--- src/rtl/led_pattern_monitor.sv ---
// Receive-side checker for the bounce-flasher LED bus.
// Registers LED/flick once. On the next edge it decodes the thermometer code into a level.
// An internal phase tracker predicts the next level and reports two kinds of error:
// malformed codes and sequence violations.
module led_pattern_monitor #(
  parameter int LED_W = 16,
  parameter int CNT_W = 8
) (
  input  logic                       clk,
  input  logic                       rst_n,
  input  logic [LED_W-1:0]           LED,
  input  logic                       flick,
  input  logic                       clr_err,
  output logic [$clog2(LED_W+1)-1:0] level,
  output logic [2:0]                 phase,
  output logic                       code_err,
  output logic                       seq_err,
  output logic                       err_seen,
  output logic [CNT_W-1:0]           err_count
);
  localparam int LW = $clog2(LED_W+1);

  // Turning points of the bounce pattern (tuned for a 16-wide bus)
  localparam logic [LW-1:0] L_ZERO   = '0;
  localparam logic [LW-1:0] L_ONE    = LW'(1);
  localparam logic [LW-1:0] L_FIVE   = LW'(5);
  localparam logic [LW-1:0] L_SIX    = LW'(6);
  localparam logic [LW-1:0] L_TEN    = LW'(10);
  localparam logic [LW-1:0] L_ELEVEN = LW'(11);
  localparam logic [LW-1:0] L_TOP    = LW'(LED_W);
  localparam logic [LW-1:0] L_TOP_M1 = LW'(LED_W-1);

  typedef enum logic [2:0] {
    PH_IDLE = 3'd0,
    PH_UP6  = 3'd1,
    PH_DN0  = 3'd2,
    PH_UP11 = 3'd3,
    PH_DN5  = 3'd4,
    PH_UP16 = 3'd5,
    PH_LOST = 3'd7
  } phase_t;

  logic [LED_W-1:0] r_s_led;
  logic             r_s_flick;
  logic [LW-1:0]    r_level;
  phase_t           r_phase;
  logic [LW-1:0]    r_exp;
  logic             r_zero;
  logic             r_code_err;
  logic             r_seq_err;
  logic             r_err_seen;
  logic [CNT_W-1:0] r_err_count;

  logic [LED_W-2:0] w_mono;
  logic             w_valid;
  logic [LW-1:0]    w_lvl;
  logic             w_kick;
  logic             w_tracking;
  logic             w_code_err;
  logic             w_seq_err;
  logic             w_err;
  phase_t           w_phase_next;
  logic [LW-1:0]    w_exp_next;
  logic [LW-1:0]    w_level_next;
  logic             w_zero_next;

  // A thermometer code never has a lit LED above an unlit one
  genvar gi;
  generate
    for (gi = 0; gi < LED_W-1; gi++) begin : g_mono
      assign w_mono[gi] = r_s_led[gi] | ~r_s_led[gi+1];
    end
  endgenerate
  assign w_valid = &w_mono;

  // Level is the number of lit LEDs (only meaningful when the code is valid)
  always_comb begin
    w_lvl = '0;
    for (int i = 0; i < LED_W; i++) begin
      w_lvl = w_lvl + LW'(r_s_led[i]);
    end
  end

  // Next-state and prediction logic for the phase tracker
  always_comb begin
    w_phase_next = r_phase;
    w_exp_next   = r_exp;
    w_level_next = r_level;
    w_zero_next  = r_zero;
    w_code_err   = 1'b0;
    w_seq_err    = 1'b0;
    w_kick       = r_s_flick && (w_lvl == L_SIX || w_lvl == L_ELEVEN);
    // The unused encoding 6 is handled like LOST
    w_tracking   = (r_phase <= PH_UP16);

    if (!w_valid) begin
      w_code_err   = 1'b1;
      w_phase_next = PH_LOST;
      w_zero_next  = 1'b0;
    end else begin
      w_level_next = w_lvl;
      if (!w_tracking) begin
        // Resynchronise on two consecutive empty-bus samples, then act as IDLE at level 0
        if (w_lvl == L_ZERO) begin
          if (r_zero) begin
            w_zero_next = 1'b0;
            if (r_s_flick) begin
              w_exp_next   = L_ONE;
              w_phase_next = PH_UP6;
            end else begin
              w_exp_next   = L_ZERO;
              w_phase_next = PH_IDLE;
            end
          end else begin
            w_zero_next = 1'b1;
          end
        end else begin
          w_zero_next = 1'b0;
        end
      end else if (w_lvl != r_exp) begin
        w_seq_err    = 1'b1;
        w_phase_next = PH_LOST;
        w_zero_next  = 1'b0;
      end else begin
        case (r_phase)
          PH_IDLE: begin
            if (w_lvl != L_ZERO) begin
              w_exp_next = w_lvl - L_ONE;
            end else if (r_s_flick) begin
              w_exp_next   = L_ONE;
              w_phase_next = PH_UP6;
            end else begin
              w_exp_next = L_ZERO;
            end
          end
          PH_UP6: begin
            if (w_lvl == L_SIX) begin
              w_exp_next   = L_FIVE;
              w_phase_next = PH_DN0;
            end else begin
              w_exp_next = w_lvl + L_ONE;
            end
          end
          PH_DN0: begin
            if (w_lvl == L_ZERO) begin
              w_exp_next   = L_ONE;
              w_phase_next = PH_UP11;
            end else begin
              w_exp_next = w_lvl - L_ONE;
            end
          end
          PH_UP11: begin
            if (w_kick) begin
              w_exp_next   = w_lvl - L_ONE;
              w_phase_next = PH_DN0;
            end else if (w_lvl == L_ELEVEN) begin
              w_exp_next   = L_TEN;
              w_phase_next = PH_DN5;
            end else begin
              w_exp_next = w_lvl + L_ONE;
            end
          end
          PH_DN5: begin
            if (w_lvl == L_FIVE) begin
              w_exp_next   = L_SIX;
              w_phase_next = PH_UP16;
            end else begin
              w_exp_next = w_lvl - L_ONE;
            end
          end
          PH_UP16: begin
            if (w_kick) begin
              w_exp_next   = w_lvl - L_ONE;
              w_phase_next = PH_DN5;
            end else if (w_lvl == L_TOP) begin
              w_exp_next   = L_TOP_M1;
              w_phase_next = PH_IDLE;
            end else begin
              w_exp_next = w_lvl + L_ONE;
            end
          end
          default: ;
        endcase
      end
    end
  end

  assign w_err = w_code_err | w_seq_err;

  // Input stage, tracker state and error accounting
  always_ff @(posedge clk or negedge rst_n) begin
    if (!rst_n) begin
      r_s_led     <= '0;
      r_s_flick   <= 1'b0;
      r_level     <= '0;
      r_phase     <= PH_IDLE;
      r_exp       <= '0;
      r_zero      <= 1'b0;
      r_code_err  <= 1'b0;
      r_seq_err   <= 1'b0;
      r_err_seen  <= 1'b0;
      r_err_count <= '0;
    end else begin
      r_s_led    <= LED;
      r_s_flick  <= flick;
      r_level    <= w_level_next;
      r_phase    <= w_phase_next;
      r_exp      <= w_exp_next;
      r_zero     <= w_zero_next;
      r_code_err <= w_code_err;
      r_seq_err  <= w_seq_err;
      // A clear coinciding with an error leaves exactly that one error recorded
      if (clr_err) begin
        r_err_seen  <= w_err;
        r_err_count <= CNT_W'(w_err);
      end else if (w_err) begin
        r_err_seen <= 1'b1;
        if (r_err_count != {CNT_W{1'b1}}) begin
          r_err_count <= r_err_count + CNT_W'(1);
        end
      end
    end
  end

  assign level     = r_level;
  assign phase     = r_phase;
  assign code_err  = r_code_err;
  assign seq_err   = r_seq_err;
  assign err_seen  = r_err_seen;
  assign err_count = r_err_count;

endmodule

--- config.mk ---
export PLATFORM = sky130hd
export DESIGN_NAME = led_pattern_monitor
export DESIGN_NICKNAME = d
export VERILOG_FILES = /design/src/rtl/led_pattern_monitor.sv
export SDC_FILE = /design/constraint.sdc
export NUM_CORES = 1
export LEC_CHECK = 0
export BUFFER_PORTS_ARGS = -buffer_cell sky130_fd_sc_hd__buf_2
export CELL_PAD_IN_SITES_DETAIL_PLACEMENT = 0
export CELL_PAD_IN_SITES_GLOBAL_PLACEMENT = 1
export CORE_MARGIN = 4
export CORE_UTILIZATION = 40
export CTS_CLUSTER_DIAMETER = 60
export CTS_CLUSTER_SIZE = 40
export DETAILED_ROUTE_END_ITERATION = 8
export HOLD_SLACK_MARGIN = 0.12
export PLACE_DENSITY = 0.71
export SLEW_MARGIN = 15
export SYNTH_ARGS = -nofsm -noshare
export SYNTH_HDL_FRONTEND = slang
export SYNTH_SLANG_ARGS = --single-unit
--- constraint.sdc ---
create_clock -name clk -period 5.62 [get_ports clk]
set_input_delay 0.281 -clock clk [delete_from_list [all_inputs] [get_ports clk]]
set_output_delay 0.281 -clock clk [all_outputs]
set_load 0.1 [all_outputs]
==> tab_implementation.tex <==
\begin{tabular}{lr}
\hline
Metric & Value \\
\hline
\multicolumn{2}{l}{\textbf{Run status}} \\
\quad Run status & completed \\
\multicolumn{2}{l}{\textbf{Finish}} \\
\quad Number of nets in the finished design & 420 \\
\quad Area Growth Syn to Fin & 18.7\% \\
\quad Count of antenna diodes in the layout & 0 \\
\quad Share of post-route cells with drive strength above 1 & 0.203 \\
\quad \# fillers & 729 \\
\multicolumn{2}{l}{\textbf{Logic synthesis}} \\
\quad Cell type with the largest total area after synthesis & dfrtp\_1 \\
\quad Most instantiated library cell after synthesis & dfrtp\_1 \\
\quad Synthesized net count & around 370 \\
\quad Warnings, synthesis & 0 \\
\quad Register bit total from synthesis & 42 \\
\quad Ranking of synthesized cells by area & dfrtp\_1 34\%, fa\_1 6.5\%, ha\_1 4.5\% \\
\quad Dominant synthesized flop cell & dfrtp\_1 \\
\quad Area share of the largest cell type after synthesis & 0.342 \\
\quad Post-synthesis cell count & between 300 and 400 \\
\quad Distinct cell type count after synthesis & 72 \\
\quad Post-synthesis cell area & 3080 um\^{}2 \\
\quad Sequential share of the synthesized area & 0.342 \\
\quad Per-instance average area after synthesis & $\sim$9.5 um\^{}2 \\
\quad Number of flops mapped to enable cells by yosys & 0 \\
\quad Fraction of registers with async set/reset & 1.00 \\
\quad Most used standard cells in the synthesized netlist & 42 x dfrtp\_1, 30 x nor2\_1, 29 x inv\_1 \\
\multicolumn{2}{l}{\textbf{Worst setup path}} \\
\quad Critical Path RT & just under 6000 ps \\
\quad CP Data Arrival Time & about 5500 ps \\
\quad Worst setup path category & flop to flop \\
\quad Worst Path Max Fanout & 4 \\
\quad Origin of the worst setup path & r\_s\_led[11] \\
\quad Startpoint of the most critical register-to-register path & r\_s\_led[11] \\
\quad Nature of the critical path startpoint & flop \\
\quad Sort of element at the end of the critical path & flop \\
\multicolumn{2}{l}{\textbf{Clock network}} \\
\quad Clock tree from TritonCTS & built \\
\quad Clock insertion delay at the later pin of the skew report & approximately 300 ps \\
\quad Root buffer cell & clkbuf\_8 \\
\quad CTS buffer count & 5 \\
\quad Maximum number of buffers from clock root to sink & 2 \\
\quad Number of sinks driven by the clock tree & 42 \\
\quad CTS clock-pin slew for the worst setup and hold paths & approximately 100 ps \\
\quad H-Tree Depth & 2 \\
\multicolumn{2}{l}{\textbf{Route}} \\
\quad Routed length per instance & $\sim$15 um \\
\quad Router iterations before antenna repair & 4 \\
\quad DRC violations left & 0 \\
\quad Sum of routed wire length over all layers & $\sim$7400 um \\
\quad Total via count in the routed design & 2,636 \\
\quad Via/cell ratio & $\sim$5.5 \\
\quad Antenna viol nets, final & 0 \\
\quad Initial detailed-routing violation count & 85 \\
\multicolumn{2}{l}{\textbf{Floorplanning}} \\
\quad Effective utilization at floorplan & 0.417 \\
\quad Placeable Area & 7370 um\^{}2 \\
\quad Horizontal die dimension & approximately 96 um \\
\quad Full die area & 9160 um\^{}2 \\
\quad Number of rows created at floorplan & 31 \\
\quad Chip height & between 90 and 100 um \\
\quad IO Count & 39 \\
\multicolumn{2}{l}{\textbf{Placed design}} \\
\quad Global placer's final weighted congestion & roughly 0.9 \\
\quad Detailed-placement wirelength estimate & 5620 um \\
\quad Port Buf Inserts & 38 \\
\multicolumn{2}{l}{\textbf{Pwr}} \\
\quad Maximum resistive drop on vdd & 0.000291 V \\
\quad Combinational fraction of design power & 0.706 \\
\quad Switching component of the power & 943 uW \\
\quad Net switching share of the total power & 0.514 \\
\quad Int Power & 892 uW \\
\quad Power per Cell Area & between 500 and 600 nW/um\^{}2 \\
\quad Fraction of power consumed by sequential logic & 0.183 \\
\quad Static power due to leakage & around 1.6 nW \\
\quad Clock group share of total power & 0.111 \\
\multicolumn{2}{l}{\textbf{STA}} \\
\quad Final hold violations & 0 \\
\quad Number of setup violations in the final report & 0 \\
\quad Highest Clock Rate & 0.187 GHz \\
\quad Final TNS setup & 0 ps \\
\quad Worst clock skew on the final layout & $\sim$16 ps \\
\quad Fin crit period & between 5000 and 6000 ps \\
\quad Portion of the clock cycle consumed by the worst path in the final layout & 0.949 \\
\quad Post-route worst hold slack & 104 ps \\
\quad Max transition margin & 0.406 \\
\quad Tightest Pin Transition & just under 900 ps \\
\quad Final Max Tran Viols & 0 \\
\quad RSZ-0062 raised after global routing & no \\
\multicolumn{2}{l}{\textbf{GRT}} \\
\quad Global route total overflow & 0 \\
\quad Number of global-route vias before repair & around 2,700 \\
\quad Wire length of the first global-routing pass & between 10,000 and 15,000 um \\
\quad Overall Global Routing Usage & 0.178 \\
\quad Number of antenna violations at the first check in global routing & 0 \\
\quad Maximum number of pins on one net before global-route repair & 43 \\
\multicolumn{2}{l}{\textbf{Worst hold path}} \\
\quad Worst min-delay path category & input port to async pin \\
\multicolumn{2}{l}{\textbf{Run}} \\
\quad Max capacitance violation total & 0 \\
\hline
\end{tabular}
power groups by stage:
stage | logic (mW) | clock network, mW | registers (mW)
final | 1.30 | 0.203 | 0.336
after global routing | 1.41 | 0.224 | 0.340
after CTS | 1.26 | 0.208 | 0.337
after detailed placement | 1.25 | 0 | 0.343
after global placement | 1.25 | 0 | 0.343
after floorplan | 0.873 | 0 | 0.427
repair_timing:
| action | 4_1_cts | 5_1_grt |
|---|---|---|
| endpoints found under the hold margin | 17 | 0 |
| endpoints found under the setup margin | 0 | 6 |
| buffers inserted | 0 | 3 |
| hold buffers | 17 | 0 |
| resized for setup | 0 | 6 |
final cells by class:
type | count | area [um^2] | share of cell area
clock inverter | 3 | 23.8 | 0.00651
multi-input combinational | 237 | 1850 | 0.507
inverter | 30 | 113 | 0.0309
tap | 99 | 124 | 0.0339
timing repair buffer | 63 | 420 | 0.115
clock buffer | 5 | 68.8 | 0.0189
sequential | 42 | 1050 | 0.288
worst max-delay path, cell delays in order (launching register included):
cell	delay, ps
dfrtp_1	420
fa_1	540
inv_1	50
fa_1	480
inv_1	50
fa_1	470
inv_1	50
fa_1	480
inv_1	40
ha_2	190
fa_2	490
inv_2	90
ha_2	180
or3b_1	340
a211o_1	250
nand4_1	130
o41ai_1	110
a211o_1	320
a32oi_2	200
mux2_1	350
sequential cells by signal, indices dropped and copies added, names as in the netlist:
signal,cells
r_s_led,16
r_s_flick,1
code_err,1
r_exp,5
err_seen,1
seq_err,1
phase,3
err_count,8
r_zero,1
level,5
routing by layer:
layer | track usage | vias to the layer above | share of wire
met2 | 0.291 | 80 | 0.47
met3 | 0.0300 | 13 | 0.051
met5 | 0 | - | 0
met1 | 0.240 | 1265 | 0.46
li1 | - | 1278 | -
met4 | 0.0569 | 0 | 0.020
logic make-up after synthesis:
family | Yosys count | synth area share
AND/OR/NAND/NOR | 105 | 0.178
AO/OA/AOI/OAI | 84 | 0.208
buffers and inverters | 46 | 0.0626
flip-flops | 42 | 0.342
adder cells (fa/ha/maj) | 21 | 0.110
XOR/XNOR | 16 | 0.0586
multiplexers | 11 | 0.0407
final timing paths:
| path | end | slack, ps | cells past startpoint |
|---|---|---|---|
| setup / recovery | phase[2] | 280 | 19 |
| hold reg to reg | level[4] | 510 | 1 |
| hold / removal | r_s_flick | 100 | 1 |
| max in group asynchronous | level[1] | 4960 | 1 |
| min in group clk | err_count[2] | 270 | 2 |
| setup reg to reg | phase[2] | 280 | 19 |
metrics by stage:
step	std cells	power (mW)	setup slack [ps]	util	area, um^2
final	479	1.84	285	0.495	3650
after global routing	479	1.97	36.9	0.495	3650
after detailed placement	451	1.59	96.4	0.454	3350
after global placement	451	1.59	240	0.454	3350
after floorplan	325	1.30	385	-	3080
after CTS	476	1.80	78.6	0.490	3610
cell usage in the layout (no fill, tap or decap), drive strengths merged, types with 5 or more instances in the layout:
cell type	instances
a211oi	10
a21oi	18
and2	5
and3	5
buf	46
clkbuf	5
dfrtp	42
dlygate4sd3	17
fa	10
ha	11
inv	30
mux2	9
nand2	17
nand3	13
nor2	31
nor2b	6
nor3	7
o21ai	7
xnor2	11
Power figures use the tool's default switching activity.
